`src/rtl/alu_issue_ctrl_if.sv`:
```
// Command and result handshake bundle for alu_issue_ctrl.
// master = command producer / result consumer, slave = alu_issue_ctrl.
interface alu_issue_ctrl_if #(
    parameter int unsigned WIDTH = 16
);
    logic             cmd_valid;
    logic             cmd_ready;
    logic [1:0]       cmd_kind;
    logic [2:0]       cmd_opc;
    logic [WIDTH-1:0] cmd_data;
    logic             cmd_cin;
    logic             res_valid;
    logic             res_ready;
    logic [WIDTH-1:0] res_w;
    logic             res_zer;
    logic             res_neg;

    modport master (
        output cmd_valid, cmd_kind, cmd_opc, cmd_data, cmd_cin, res_ready,
        input  cmd_ready, res_valid, res_w, res_zer, res_neg
    );

    modport slave (
        input  cmd_valid, cmd_kind, cmd_opc, cmd_data, cmd_cin, res_ready,
        output cmd_ready, res_valid, res_w, res_zer, res_neg
    );
endinterface

```
`src/rtl/alu_issue_ctrl.sv`:
```
// Sequential front-end for a combinational 16-bit ALU: accumulator, registered
// operand issue, one-cycle result capture and a valid/ready result port.
module alu_issue_ctrl #(
    parameter int unsigned WIDTH = 16,
    parameter int unsigned CNT_W = 8
) (
    input  logic             clk,
    input  logic             rst_n,
    alu_issue_ctrl_if.slave  bus,
    output logic [2:0]       alu_opc,
    output logic [WIDTH-1:0] alu_ina,
    output logic [WIDTH-1:0] alu_inb,
    output logic             alu_inc,
    input  logic [WIDTH-1:0] alu_w,
    input  logic             alu_zer,
    input  logic             alu_neg,
    output logic [WIDTH-1:0] acc,
    output logic [CNT_W-1:0] op_cnt
);
    typedef enum logic [1:0] {
        S_IDLE  = 2'd0,
        S_ISSUE = 2'd1,
        S_CAPT  = 2'd2,
        S_HOLD  = 2'd3
    } state_t;

    typedef enum logic [1:0] {
        K_LOADA   = 2'b00,
        K_EXEC    = 2'b01,
        K_EXEC_WB = 2'b10,
        K_CLEAR   = 2'b11
    } cmd_kind_t;

    state_t           state_q,   state_d;
    logic [WIDTH-1:0] acc_q,     acc_d;
    logic [2:0]       alu_opc_q, alu_opc_d;
    logic [WIDTH-1:0] alu_ina_q, alu_ina_d;
    logic [WIDTH-1:0] alu_inb_q, alu_inb_d;
    logic             alu_inc_q, alu_inc_d;
    logic             wb_q,      wb_d;
    logic [WIDTH-1:0] res_w_q,   res_w_d;
    logic             res_zer_q, res_zer_d;
    logic             res_neg_q, res_neg_d;
    logic [CNT_W-1:0] op_cnt_q,  op_cnt_d;
    cmd_kind_t        kind;

    assign kind = cmd_kind_t'(bus.cmd_kind);

    always_comb begin
        state_d   = state_q;
        acc_d     = acc_q;
        alu_opc_d = alu_opc_q;
        alu_ina_d = alu_ina_q;
        alu_inb_d = alu_inb_q;
        alu_inc_d = alu_inc_q;
        wb_d      = wb_q;
        res_w_d   = res_w_q;
        res_zer_d = res_zer_q;
        res_neg_d = res_neg_q;
        op_cnt_d  = op_cnt_q;
        unique case (state_q)
            S_IDLE: begin
                if (bus.cmd_valid) begin
                    unique case (kind)
                        K_LOADA: acc_d = bus.cmd_data;
                        K_CLEAR: acc_d = '0;
                        K_EXEC, K_EXEC_WB: begin
                            alu_opc_d = bus.cmd_opc;
                            alu_ina_d = acc_q;
                            alu_inb_d = bus.cmd_data;
                            alu_inc_d = bus.cmd_cin;
                            wb_d      = (kind == K_EXEC_WB);
                            state_d   = S_ISSUE;
                        end
                        default: state_d = S_IDLE;
                    endcase
                end
            end
            // Operands have been stable for a whole cycle before the capture edge.
            S_ISSUE: state_d = S_CAPT;
            S_CAPT: begin
                res_w_d   = alu_w;
                res_zer_d = alu_zer;
                res_neg_d = alu_neg;
                if (wb_q) begin
                    acc_d = alu_w;
                end
                state_d = S_HOLD;
            end
            S_HOLD: begin
                if (bus.res_ready) begin
                    op_cnt_d = op_cnt_q + CNT_W'(1);
                    state_d  = S_IDLE;
                end
            end
            default: state_d = S_IDLE;
        endcase
    end

    always_ff @(posedge clk) begin
        if (!rst_n) begin
            state_q   <= S_IDLE;
            acc_q     <= '0;
            alu_opc_q <= '0;
            alu_ina_q <= '0;
            alu_inb_q <= '0;
            alu_inc_q <= 1'b0;
            wb_q      <= 1'b0;
            res_w_q   <= '0;
            res_zer_q <= 1'b0;
            res_neg_q <= 1'b0;
            op_cnt_q  <= '0;
        end else begin
            state_q   <= state_d;
            acc_q     <= acc_d;
            alu_opc_q <= alu_opc_d;
            alu_ina_q <= alu_ina_d;
            alu_inb_q <= alu_inb_d;
            alu_inc_q <= alu_inc_d;
            wb_q      <= wb_d;
            res_w_q   <= res_w_d;
            res_zer_q <= res_zer_d;
            res_neg_q <= res_neg_d;
            op_cnt_q  <= op_cnt_d;
        end
    end

    assign bus.cmd_ready = (state_q == S_IDLE);
    assign bus.res_valid = (state_q == S_HOLD);
    assign bus.res_w     = res_w_q;
    assign bus.res_zer   = res_zer_q;
    assign bus.res_neg   = res_neg_q;
    assign alu_opc       = alu_opc_q;
    assign alu_ina       = alu_ina_q;
    assign alu_inb       = alu_inb_q;
    assign alu_inc       = alu_inc_q;
    assign acc           = acc_q;
    assign op_cnt        = op_cnt_q;
endmodule

```
`src/flat_wrapper.sv`:
```
// flat-port wrapper written by rule: the top's interface ports become plain ports
module alu_issue_ctrl_flat 
#(
    parameter int unsigned WIDTH = 16,
    parameter int unsigned CNT_W = 8
)
  (clk, rst_n, alu_opc, alu_ina, alu_inb, alu_inc, alu_w, alu_zer, alu_neg, acc, op_cnt, bus_cmd_valid, bus_cmd_kind, bus_cmd_opc, bus_cmd_data, bus_cmd_cin, bus_res_ready, bus_cmd_ready, bus_res_valid, bus_res_w, bus_res_zer, bus_res_neg);
  alu_issue_ctrl_if #(.WIDTH(WIDTH)) bus_i ();
  input  logic clk;
  input  logic rst_n;
  output logic [2:0] alu_opc;
  output logic [WIDTH-1:0] alu_ina;
  output logic [WIDTH-1:0] alu_inb;
  output logic alu_inc;
  input  logic [WIDTH-1:0] alu_w;
  input  logic alu_zer;
  input  logic alu_neg;
  output logic [WIDTH-1:0] acc;
  output logic [CNT_W-1:0] op_cnt;
  input wire logic [$bits(bus_i.cmd_valid)-1:0] bus_cmd_valid;
  input wire logic [$bits(bus_i.cmd_kind)-1:0] bus_cmd_kind;
  input wire logic [$bits(bus_i.cmd_opc)-1:0] bus_cmd_opc;
  input wire logic [$bits(bus_i.cmd_data)-1:0] bus_cmd_data;
  input wire logic [$bits(bus_i.cmd_cin)-1:0] bus_cmd_cin;
  input wire logic [$bits(bus_i.res_ready)-1:0] bus_res_ready;
  output wire logic [$bits(bus_i.cmd_ready)-1:0] bus_cmd_ready;
  output wire logic [$bits(bus_i.res_valid)-1:0] bus_res_valid;
  output wire logic [$bits(bus_i.res_w)-1:0] bus_res_w;
  output wire logic [$bits(bus_i.res_zer)-1:0] bus_res_zer;
  output wire logic [$bits(bus_i.res_neg)-1:0] bus_res_neg;
  assign bus_i.cmd_valid = bus_cmd_valid;
  assign bus_i.cmd_kind = bus_cmd_kind;
  assign bus_i.cmd_opc = bus_cmd_opc;
  assign bus_i.cmd_data = bus_cmd_data;
  assign bus_i.cmd_cin = bus_cmd_cin;
  assign bus_i.res_ready = bus_res_ready;
  assign bus_cmd_ready = bus_i.cmd_ready;
  assign bus_res_valid = bus_i.res_valid;
  assign bus_res_w = bus_i.res_w;
  assign bus_res_zer = bus_i.res_zer;
  assign bus_res_neg = bus_i.res_neg;
  alu_issue_ctrl #(.WIDTH(WIDTH), .CNT_W(CNT_W)) u_core (.clk(clk), .rst_n(rst_n), .bus(bus_i), .alu_opc(alu_opc), .alu_ina(alu_ina), .alu_inb(alu_inb), .alu_inc(alu_inc), .alu_w(alu_w), .alu_zer(alu_zer), .alu_neg(alu_neg), .acc(acc), .op_cnt(op_cnt));
endmodule
```
`config.mk`:
```
export PLATFORM = sky130hd
export DESIGN_NAME = alu_issue_ctrl_flat
export DESIGN_NICKNAME = d
export VERILOG_FILES = /design/src/rtl/alu_issue_ctrl_if.sv /design/src/rtl/alu_issue_ctrl.sv /design/src/flat_wrapper.sv
export SDC_FILE = /design/constraint.sdc
export NUM_CORES = 1
export LEC_CHECK = 0
export CORE_ASPECT_RATIO = 1.75
export CORE_MARGIN = 1
export CORE_UTILIZATION = 47
export DETAILED_ROUTE_END_ITERATION = 12
export PLACE_DENSITY = 0.85
export SLEW_MARGIN = 20
export SYNTH_ARGS = -nofsm -noshare
export SYNTH_HDL_FRONTEND = slang
export SYNTH_SLANG_ARGS = --single-unit
export TNS_END_PERCENT = 5
```
`constraint.sdc`:
```
create_clock -name clk -period 2.5 [get_ports clk]
set_input_delay 0.5 -clock clk [delete_from_list [all_inputs] [get_ports clk]]
set_output_delay 0.5 -clock clk [all_outputs]
set_load 0.01 [all_outputs]
```
=== Yosys cells after proc, flatten, opt, wreduce, memory -nomap -nowiden ===
Index checks and enable logic that the tools add are counted.

* Bits of input ports: 44
* Logic and storage cells: 39
* Register bits: 81

* Eq/ne operators: 11
* Add/sub/neg operators: 1
* Muxes and demuxes: 8
* Reduce and logical (&&, ||, !) cells: 8

{| class="wikitable"
|+ Operators by type and width
! kind !! number
|-
| 16-bit one-hot mux with 2 select lines || 2
|-
| 16-bit two-way mux || 2
|-
| 8-bit by 1-bit adder with 8-bit output (second input constant) || 1
|-
| 2-bit == test (second input constant) || 4
|-
| 2-bit one-hot mux with 4 select lines || 1
|-
| 2-bit two-way mux || 3
|-
| 3-bit AND reduction || 2
|-
| 2-bit by 1-bit == test with 1-bit output (second input constant) || 2
|-
| 2-bit zero test || 2
|-
| 2-bit by 1-bit != test with 1-bit output (second input constant) || 2
|-
| 2-bit != test (second input constant) || 2
|-
| 4-bit AND reduction || 1
|-
| 3-bit by 1-bit != test with 1-bit output (second input constant) || 1
|-
| 2-bit AND reduction || 1
|-
| 2-bit nonzero test || 1
|-
| 2-bit OR reduction || 1
|}

=== Longest topological paths before layout ===
Gate-level depths: netlist of run 1.

* Depth after elaboration: 5
* Mapped depth: 8
* Depth with buffers taken out: 5

=== Worst setup path after synthesis of run 1 ===
No wires, ideal clock.

* Path kind: in2reg
* From: input port bus_cmd_kind[0]
* To: register u_core.alu_ina_q[11], in the netlist u_core.alu_ina[11]
* Path slack: 0.866 ns
* Setup time: 0.070 ns
* Stages on the path: 6
* Buffers on the path: 1
* Arrival: 1.563 ns
* Cell sequence: inv_1 > ha_1 > nand3_1 > clkbuf_1 > nand2_1 > a21oi_1

* Word-level cells in the longest chain between the ends: 3

{| class="wikitable"
|+ Ends and longest elaborated chain
! element !! RTL line !! text
|-
| start: declaration || flat_wrapper.sv:21 || <nowiki>input wire logic [$bits(bus_i.cmd_kind)-1:0] bus_cmd_kind;</nowiki>
|-
| 2-bit by 1-bit == test with 1-bit output or 2-bit == test (tied branches) || alu_issue_ctrl.sv:64 || <nowiki>unique case (kind)</nowiki>
|-
| 2-bit OR reduction * || alu_issue_ctrl.sv:64 ||
|-
| 3-bit AND reduction (no source line) * || n/a ||
|-
| end signal: assignment || alu_issue_ctrl.sv:117 || <nowiki>alu_ina_q <= alu_ina_d;</nowiki>
|-
| end: declaration || alu_issue_ctrl.sv:37 || <nowiki>logic [WIDTH-1:0] alu_ina_q, alu_ina_d;</nowiki>
|}

Mark *: on every way between the ends. The rest lies on a longest branch, timed or not.
A chain may end at the register's enable or synchronous reset.

=== Final worst setup path of run 1 ===
* From: register u_core.state_q[0]
* To: output port bus_cmd_ready

* Word-level cells in the longest chain between the ends: 1

{| class="wikitable"
|+ Ends and longest elaborated chain
! element !! RTL line !! text
|-
| start: declaration || alu_issue_ctrl.sv:34 || <nowiki>state_t state_q, state_d;</nowiki>
|-
| start signal: assignment || alu_issue_ctrl.sv:114 || <nowiki>state_q <= state_d;</nowiki>
|-
| 2-bit zero test || alu_issue_ctrl.sv:128 || <nowiki>assign bus.cmd_ready = (state_q == S_IDLE);</nowiki>
|-
| end: declaration || flat_wrapper.sv:26 || <nowiki>output wire logic [$bits(bus_i.cmd_ready)-1:0] bus_cmd_ready;</nowiki>
|}

Every way passes these cells.

==> flow_summary.ini, run 1 <==
[outcome]
outcome = finished, final reports clean

[drt]
antenna_left = 0
route.detailed.vias_per_inst = 5.277
drc_errors = 0
drt-initial-drc-count = 220
dr_total_vias = 3145
drt_wl_total_um = 9245
wl_per_cell_um = 15.51
drt-pass1-iter-count = 4

[layout]
finalNetCount = 561
ff_latch_area_um2 = 1622
multi_input_area_um2 = 1500
final_cell_mix = clkdlybuf4s50_1 (123), nand2_1 (93), dfxtp_1 (81)
fin_cells = 596
fin_util = 0.7332
drive_gt1_frac = 0.04864
syn2layout_area_growth_pct = 48.38
fillers = 530
layout_commonest_cell = clkdlybuf4s50_1
diodes = 0

[yosys]
ys_seq_area_frac = 0.4945
synth-async-reset-ratio = 0
syn_area_um2 = 3279
ys_ff_latch = 81
syn_inst = 393
synth_area_per_cell_um2 = 8.345
postSynthNetCount = 445
synth_cell_type_count = 30
yosys_warnings = 0
synth_edf_count = 0
ys.flop_type = dfxtp_1

[sta]
setup_viol = 0
clock_skew_ps = 7.921
setup_tns_ps = 0
fmax_mhz = 464.5
slew_viol_final = 0
holdWs_ps = 451.9
min_period_over_period = 0.8611
finalHoldViolations = 0
worst_pin_slew_ps = 503.9
timing.final.ws_setup_ps = 347.3
relSlewSlack = 0.6637
rsz0062_at_grt = false
layout_min_cycle_time_ps = 2153

[clock_tree]
clock_sinks = 81
clockBufferDepth = 2
cts_resized = 0
cts_root_buffer = clkbuf_16
numCtsBuffers = 9
clock_latency_ps = 350
hold_buffers = 0
post_cts_buffers = 0
clk_pin_slew_worst_paths_ps = 60
cts_tree = done
htree_levels = 3

[worst_hold_path]
worstHoldPathCells = 2
hp-class = reg2reg

[place]
dp_slack_ps = 362.8
portBuffers = 123
dp.cells = 580
hpwl_um = 6586
gp_congestion = 0.8409

[worst_setup_path]
crit_family = buffers and inverters
worstSetupPathType = reg2out
worstRegToRegCells = 6
start_kind = register
cpMaxStageDelayCell = clkdlybuf4s50_1
critical_path.max_fanout = 7
critical_path.cell_chain = inv_1 > ha_1 > clkdlybuf4s50_1
timing.critical_path.buf_inv = 2
endpoint_kind = output port
worst-path-stages = 3
cpPeakStageDelay_ps = 590
required_ps = 2000
rrSetupSlack_ps = 850
arrival_ps = 1650

[job]
max_cap_viol_count = 0

[global_routing]
globalRouteMet3Util = 0.06301
grtUsageTotal = 0.2626
grt_max_degree = 66
grt_pass1_wl_um = 14290
met2_usage = 0.4458
gr-usage-met1 = 0.2744
grt_pass1_vias = 2973
antenna_found_initial = 0
grt_busiest_layer = met2
grt_overflow = 0

[die]
fp.dieW_um = 65.15
core_area_um2 = 6636
fp.dieArea_um2 = 7329
fp.dieH_um = 112.5
rows = 39
ios = 124
start_util = 0.4942

[pwr]
peakVddDrop_mv = 0.5824
powerDensity_nw_per_um2 = 927.6
leakage_nw = 1.798
## where the power goes
| part | internal (mW) | switching (mW) | total (mW) |
|---|---|---|---|
| Clock | 0.704 | 0.526 | 1.23 |
| Combinational | 0.816 | 0.792 | 1.61 |
| Sequential | 1.52 | 0.158 | 1.68 |
## cell families after synthesis
group / share of synthesized area
and+or+nand+nor: 0.2270
buffers and inverters: 0.04807
DFF: 0.4945
muxes: 0.05799
adders and majority gates: 0.03052
xor gates and xnor gates: 0.005342
AOI/OAI and AO/OA: 0.1366
## flip-flops by register name (all words and copies together) (netlist names)
name	cells
u_core.acc	16
u_core.alu_ina	16
u_core.alu_inb	16
u_core.alu_inc	1
u_core.alu_opc	3
u_core.bus.res_neg	1
u_core.bus.res_w	16
u_core.bus.res_zer	1
u_core.op_cnt	8
u_core.state_q	2
u_core.wb_q	1
## worst min-delay path: cells and delay by family (launching register included)
kind               cells  cell delay (ps)
and+or+nand+nor        1               50
DFF                    1              310
AOI/OAI and AO/OA      1               50
## synthesized netlist by cell type, types with 2 or more instances
cell      instances  area (um2)
o21ai_0          22       110.1
and2_1           16       100.1
dfxtp_1          81        1622
nor3b_1          16       120.1
buf_4             2       15.01
nand2_1          93       349.1
mux2i_1          19       190.2
inv_1             8       30.03
buf_2             6       30.03
buf_6             2       22.52
or3_1             4       25.02
nor2_1           20       75.07
a21oi_1          61       305.3
nand3_1           5       25.02
buf_1             3       11.26
nand4_1           2       12.51
clkbuf_1         13       48.80
ha_1              8       100.1
## metrics by stage
step / power, mW / area (um2)
after floorplan: 2.598 / 3279
after global placement: 3.245 / 4583
after detailed placement: 3.292 / 4583
after CTS: 4.531 / 4866
after global routing: 4.727 / 4866
final: 4.514 / 4866
## layout make-up
class | instances | share of cell area
clock buffers | 11 | 0.04988
clock inverters | 5 | 0.008228
inverters | 8 | 0.006171
multi-input cells | 278 | 0.3083
flip-flops and latches | 81 | 0.3332
well taps | 82 | 0.02109
repair buffers | 131 | 0.2731
## layer usage
metal | routed length [um] | part of all wire
met5 | 0 | 0
met2 | 4895 | 0.53
met3 | 436 | 0.047
met4 | 555 | 0.060
met1 | 3356 | 0.36
## path summary, 6_finish.rpt
kind / start / end
setup / recovery: u_core.state_q[0] / bus_cmd_ready
hold / removal: u_core.alu_inb[13] / u_core.alu_inb[13]
setup reg to reg: u_core.state_q[0] / u_core.bus.res_w[4]
hold reg to reg: u_core.alu_inb[13] / u_core.alu_inb[13]
Power figures use the tool's default switching activity.
==> run 2, diff against run 1 <==
--- a/config.mk
+++ b/config.mk
@@ -5,10 +5,11 @@
 export SDC_FILE = /design/constraint.sdc
 export NUM_CORES = 1
 export LEC_CHECK = 0
+export ABC_AREA = 1
 export CORE_ASPECT_RATIO = 1.75
-export CORE_MARGIN = 1
-export CORE_UTILIZATION = 47
+export CORE_UTILIZATION = 48
 export DETAILED_ROUTE_END_ITERATION = 12
+export GPL_ROUTABILITY_DRIVEN = 0
 export PLACE_DENSITY = 0.85
 export SLEW_MARGIN = 20
 export SYNTH_ARGS = -nofsm -noshare
==> run 2 against run 1 <==
  * Routed wire length decreased by 6.0%
  * Fmax fell by 1.8%
  * Critical path type unchanged
  * Sequential share of layout area is 0.52 points lower
  * Sequential cell count unchanged
  * Utilization fell by 1.2 points
  * Area after synthesis up 4.4%
  * Synthesized cell count is 18% higher
  * Worst hold slack lost 10 ps
  * Largest power group is now combinational cells
  * Clock power grew 9%
  * Via count grew 1.8%
  * Clock skew fell by 2.6 ps
  * Combinational power is 24% higher
==> flow_summary.ini, run 2 <==
[clock_tree]
htree_levels = 3
cts_root_buffer = clkbuf_16
cts_tree = done
clock_latency_ps = 330
clock_sinks = 81
hold_buffers = 0
post_cts_buffers = 0
cts_resized = 0
numCtsBuffers = 9
clk_pin_slew_worst_paths_ps = 60
clockBufferDepth = 2

[worst_setup_path]
critical_path.cell_chain = inv_1 > ha_1 > clkdlybuf4s50_1
arrival_ps = 1690
worstRegToRegCells = 8
crit_family = buffers and inverters
timing.critical_path.buf_inv = 2
cpPeakStageDelay_ps = 600
r2r_end = u_core.acc[6]
cpMaxStageDelayCell = clkdlybuf4s50_1
start_kind = register
cp-startpoint = u_core.state_q[0]
required_ps = 2000
rrSetupSlack_ps = 670
cp-endpoint = bus_cmd_ready
worst-path-stages = 3
reg2reg_from = u_core.state_q[1]
critical_path.max_fanout = 6
endpoint_kind = output port
worstSetupPathType = reg2out

[sta]
slew_viol_final = 0
finalHoldViolations = 0
relSlewSlack = 0.5936
min_period_over_period = 0.8767
fmax_mhz = 456.3
clock_skew_ps = 5.329
setup_tns_ps = 0
holdWs_ps = 441.6
worst_pin_slew_ps = 608.1
setup_viol = 0
rsz0062_at_grt = false
layout_min_cycle_time_ps = 2192

[yosys]
synth_top_cell_by_area = dfxtp_1
postSynthNetCount = 514
synth_edf_count = 0
yosys_warnings = 0
synth.area.top_cells = dfxtp_1 (47%), nand2_1 (10%), a21oi_1 (8.5%), inv_1 (7.8%), o21ai_0 (5.1%)
syn_inst = 462
synth_top_area_frac = 0.4735
syn_area_um2 = 3425
synth_area_per_cell_um2 = 7.412
ys_ff_latch = 81
synth_cell_type_count = 24
ys.flop_type = dfxtp_1
synth-async-reset-ratio = 0
ys_seq_area_frac = 0.4735
synthTopCellsByCount = nand2_1 (91), dfxtp_1 (81), inv_1 (71)
synth_most_common_cell = nand2_1

[global_routing]
antenna_found_initial = 0
grtUsageTotal = 0.2431
grt_pass1_vias = 3054
grt_pass1_wl_um = 13740
grt_overflow = 0
grt_max_degree = 43

[layout]
finalNetCount = 629
fin_cells = 666
layout_commonest_cell = clkdlybuf4s50_1
syn2layout_area_growth_pct = 44.36
diodes = 0
final_cell_mix = clkdlybuf4s50_1 (122), nand2_1 (91), dfxtp_1 (81)
fin_util = 0.7210
fillers = 545
drive_gt1_frac = 0.06873

[drt]
antenna_left = 0
dr_total_vias = 3201
drt-initial-drc-count = 168
wl_per_cell_um = 13.05
drt_wl_total_um = 8688
drc_errors = 0
drt-pass1-iter-count = 4
route.detailed.vias_per_inst = 4.806

[pwr]
peakVddDrop_mv = 0.6199
powerDensity_nw_per_um2 = 1029
leakage_nw = 2.046

[die]
fp.dieH_um = 113.7
rows = 40
core_area_um2 = 6857
fp.dieW_um = 65.85
fp.dieArea_um2 = 7490
start_util = 0.4995
ios = 124

[place]
dp.cells = 650
portBuffers = 123
hpwl_um = 6501

[job]
max_cap_viol_count = 0

[worst_hold_path]
hp-class = reg2reg
hold_start = u_core.alu_inb[1]

[outcome]
outcome = finished, final reports clean
run 2: cell types whose count changed after synthesis, moves of 7 or more:
cell      delta
inv_1       +63
mux2i_1     -19
nor2_1      +19
and2_1      -16
nor3b_1     -16
nand3_1     +14
o21ai_0     +13
o21ai_1      +9
clkbuf_1     -8
nand2_2      +7
nor2_2       +7
run 2: cells by family (layout without fill, tap and decap cells):
| logic type | after synthesis | count (layout) | synth area share |
|---|---|---|---|
| AOI/OAI and AO/OA | 105 | 105 | 0.1560 |
| and+or+nand+nor | 169 | 169 | 0.2079 |
| adders and majority gates | 8 | 8 | 0.02923 |
| DFF | 81 | 81 | 0.4735 |
| buffers and inverters | 99 | 219 | 0.1334 |
run 2: layout make-up:
cell class | count | area, um2 | area share
inverter | 74 | 277.8 | 0.05619
clock buffer | 14 | 274.0 | 0.05543
multi-input combinational | 282 | 1346 | 0.2723
clock inverter | 2 | 35.03 | 0.007087
sequential | 81 | 1622 | 0.3280
timing repair buffer | 129 | 1284 | 0.2597
tap | 84 | 105.1 | 0.02126
run 2: worst min path at each step:
stage	endpoint	slack, ps	cells after the start
2_1_floorplan	u_core.wb_q	430	2
3_3_place_gp	u_core.alu_ina[6]	430	2
3_5_place_dp	u_core.alu_inb[1]	440	2
4_1_cts	u_core.alu_inb[1]	440	2
5_1_grt	u_core.alu_inb[13]	460	2
6_report	u_core.alu_inb[1]	440	2
run 2: stage by stage:
step | instance area, um2 | setup WS [ps] | total power [mW]
after floorplan | 3425 | 998.6 | 3.070
after global placement | 4634 | 290.1 | 3.716
after detailed placement | 4634 | 256.0 | 3.775
after CTS | 4943 | 299.7 | 5.129
after global routing | 4943 | 256.5 | 5.422
final | 4943 | 308.4 | 5.086
run 2: per-layer routing:
metal | global-route usage | vias to the layer above | wire, um | share of wire
met4 | 0.1435 | 0 | 269 | 0.031
met2 | 0.4143 | 90 | 4542 | 0.52
met3 | 0.06800 | 18 | 499 | 0.057
li1 | - | 1669 | - | -
met5 | 0 | - | 0 | 0
met1 | 0.2590 | 1424 | 3377 | 0.39
run 2: power by group:
part	internal, mW	switching, mW
logic	0.907	1.09
clock network	0.854	0.483
registers	1.58	0.171
run 2: worst min-delay path, stage by stage, from the launching register on:
cell and delay, ps:
dfxtp_1 310, inv_1 40, a21oi_1 50
==> run 3, diff against run 2 <==
--- a/config.mk
+++ b/config.mk
@@ -10,6 +10,7 @@
 export CORE_UTILIZATION = 48
 export DETAILED_ROUTE_END_ITERATION = 12
 export GPL_ROUTABILITY_DRIVEN = 0
+export MAX_ROUTING_LAYER = met4
 export PLACE_DENSITY = 0.85
 export SLEW_MARGIN = 20
 export SYNTH_ARGS = -nofsm -noshare
==> run 3 against run 2 <==
  * First-iteration DRC count decreased by 6.0%
  * Largest power group unchanged
  * Cell count unchanged
  * Non-clock buffer count unchanged
==> flow_summary.ini, run 3 (same netlist as run 2, synthesis figures left out) <==
[outcome]
outcome = finished, final reports clean

[worst_setup_path]
worstSetupPathType = reg2out
reg2reg_from = u_core.state_q[1]
arrival_ps = 1700
cpMaxStageDelayCell = clkdlybuf4s50_1
worstRegToRegCells = 8
timing.critical_path.buf_inv = 2
critical_path.cell_chain = inv_1 > ha_1 > clkdlybuf4s50_1
r2r_end = u_core.acc[6]
cpPeakStageDelay_ps = 600
rrSetupSlack_ps = 670
endpoint_kind = output port
start_kind = register
crit_family = buffers and inverters
critical_path.max_fanout = 6
required_ps = 2000

[sta]
setup_tns_ps = 0
worst_pin_slew_ps = 609.2
timing.final.ws_setup_ps = 304.8
layout_min_cycle_time_ps = 2195
slew_viol_final = 0
clock_skew_ps = 7.280
fmax_mhz = 455.5
finalHoldViolations = 0
relSlewSlack = 0.5929
rsz0062_at_grt = false
min_period_over_period = 0.8781
setup_viol = 0

[layout]
ff_latch_area_um2 = 1622
layout_commonest_cell = clkdlybuf4s50_1
drive_gt1_frac = 0.06873
fillers = 545
finalNetCount = 629
fin_cells = 666
multi_input_area_um2 = 1346
diodes = 0
final_cell_mix = clkdlybuf4s50_1 (122), nand2_1 (91), dfxtp_1 (81)
syn2layout_area_growth_pct = 44.36

[global_routing]
grt_pass1_vias = 3050
grt_pass1_wl_um = 13770
grt_overflow = 0
antenna_found_initial = 0
grtUsageTotal = 0.2503
grt_max_degree = 43

[die]
fp.dieArea_um2 = 7490
core_area_um2 = 6857
rows = 40
ios = 124
start_util = 0.4995
fp.dieW_um = 65.85
fp.dieH_um = 113.7

[pwr]
powerDensity_nw_per_um2 = 1031
switching_power_mw = 1.753
p_seq_frac = 0.344
totalPowerFinal_mw = 5.095
p_int_mw = 3.342
clkPwrFrac = 0.264
leakage_nw = 2.046
peakVddDrop_mv = 0.6222
comb_power_share = 0.393
swShare = 0.3441

[drt]
drt-initial-drc-count = 158
dr_total_vias = 3215
antenna_left = 0
drc_errors = 0
drt_wl_total_um = 8701
route.detailed.vias_per_inst = 4.827
wl_per_cell_um = 13.06
drt-pass1-iter-count = 4

[place]
portBuffers = 123
hpwl_um = 6501
dp_slack_ps = 256.0
dp.cells = 650

[clock_tree]
clk_pin_slew_worst_paths_ps = 60
cts_tree = done
cts_root_buffer = clkbuf_16
post_cts_buffers = 0
clock_latency_ps = 340
clock_sinks = 81
clockBufferDepth = 2
hold_buffers = 0
cts_resized = 0
numCtsBuffers = 9
htree_levels = 3

[worst_hold_path]
hp-class = reg2reg
hold_start = u_core.alu_inb[1]
worstHoldPathCells = 2
holdPathEnd = u_core.alu_inb[1]

[job]
max_cap_viol_count = 0
run 3: cell type report:
cell class              instances  share of cell area
clock inverters                 2            0.007087
clock buffers                  14             0.05543
repair buffers                129              0.2597
multi-input cells             282              0.2723
inverters                      74             0.05619
well taps                      84             0.02126
flip-flops and latches         81              0.3280
run 3: worst max-delay path by stage:
stage	from	to	slack, ps	depth (start not counted)
2_1_floorplan	bus_cmd_kind[0]	u_core.alu_ina[1]	1000	7
3_3_place_gp	bus_cmd_kind[1]	u_core.acc[6]	290	9
3_5_place_dp	bus_cmd_kind[1]	u_core.acc[12]	260	9
4_1_cts	u_core.state_q[0]	bus_cmd_ready	300	3
5_1_grt	u_core.state_q[1]	bus_cmd_ready	260	3
6_report	u_core.state_q[0]	bus_cmd_ready	300	3
run 3: power by group through the flow:
stage	clock (mW)	combinational [mW]	sequential [mW]
after detailed placement	0	2.00	1.78
final	1.34	2.00	1.75
after CTS	1.36	2.02	1.75
after floorplan	0	1.20	1.87
after global routing	1.41	2.23	1.78
after global placement	0	1.95	1.76
run 3: routing by layer:
metal  part of all wire  wire, um  global-route usage  vias up
met2               0.52      4515              0.4136      102
met4              0.035       308              0.1435        0
li1                   -         -                   -     1671
met3              0.045       393             0.05200       21
met1               0.40      3484              0.2705     1421
met5                  0         0                   -        -
run 3: worst register-to-register path, stage by stage, from the launching register on:
cell and delay (ps):
dfxtp_1 370, inv_1 90, ha_1 280, nand3_1 140, nand2_1 90, nor2_4 480
nand2_1 130, nand2_1 110, nor2_1 40
run 3: through the flow:
step / utilization / cell area, um2 / hold WS [ps]
2_1_floorplan: - / 3425 / 429.4
3_3_place_gp: 0.6759 / 4634 / 432.3
3_5_place_dp: 0.6759 / 4634 / 435.3
4_1_cts: 0.7210 / 4943 / 444.4
5_1_grt: 0.7210 / 4943 / 458.8
6_report: 0.7210 / 4943 / 442.9
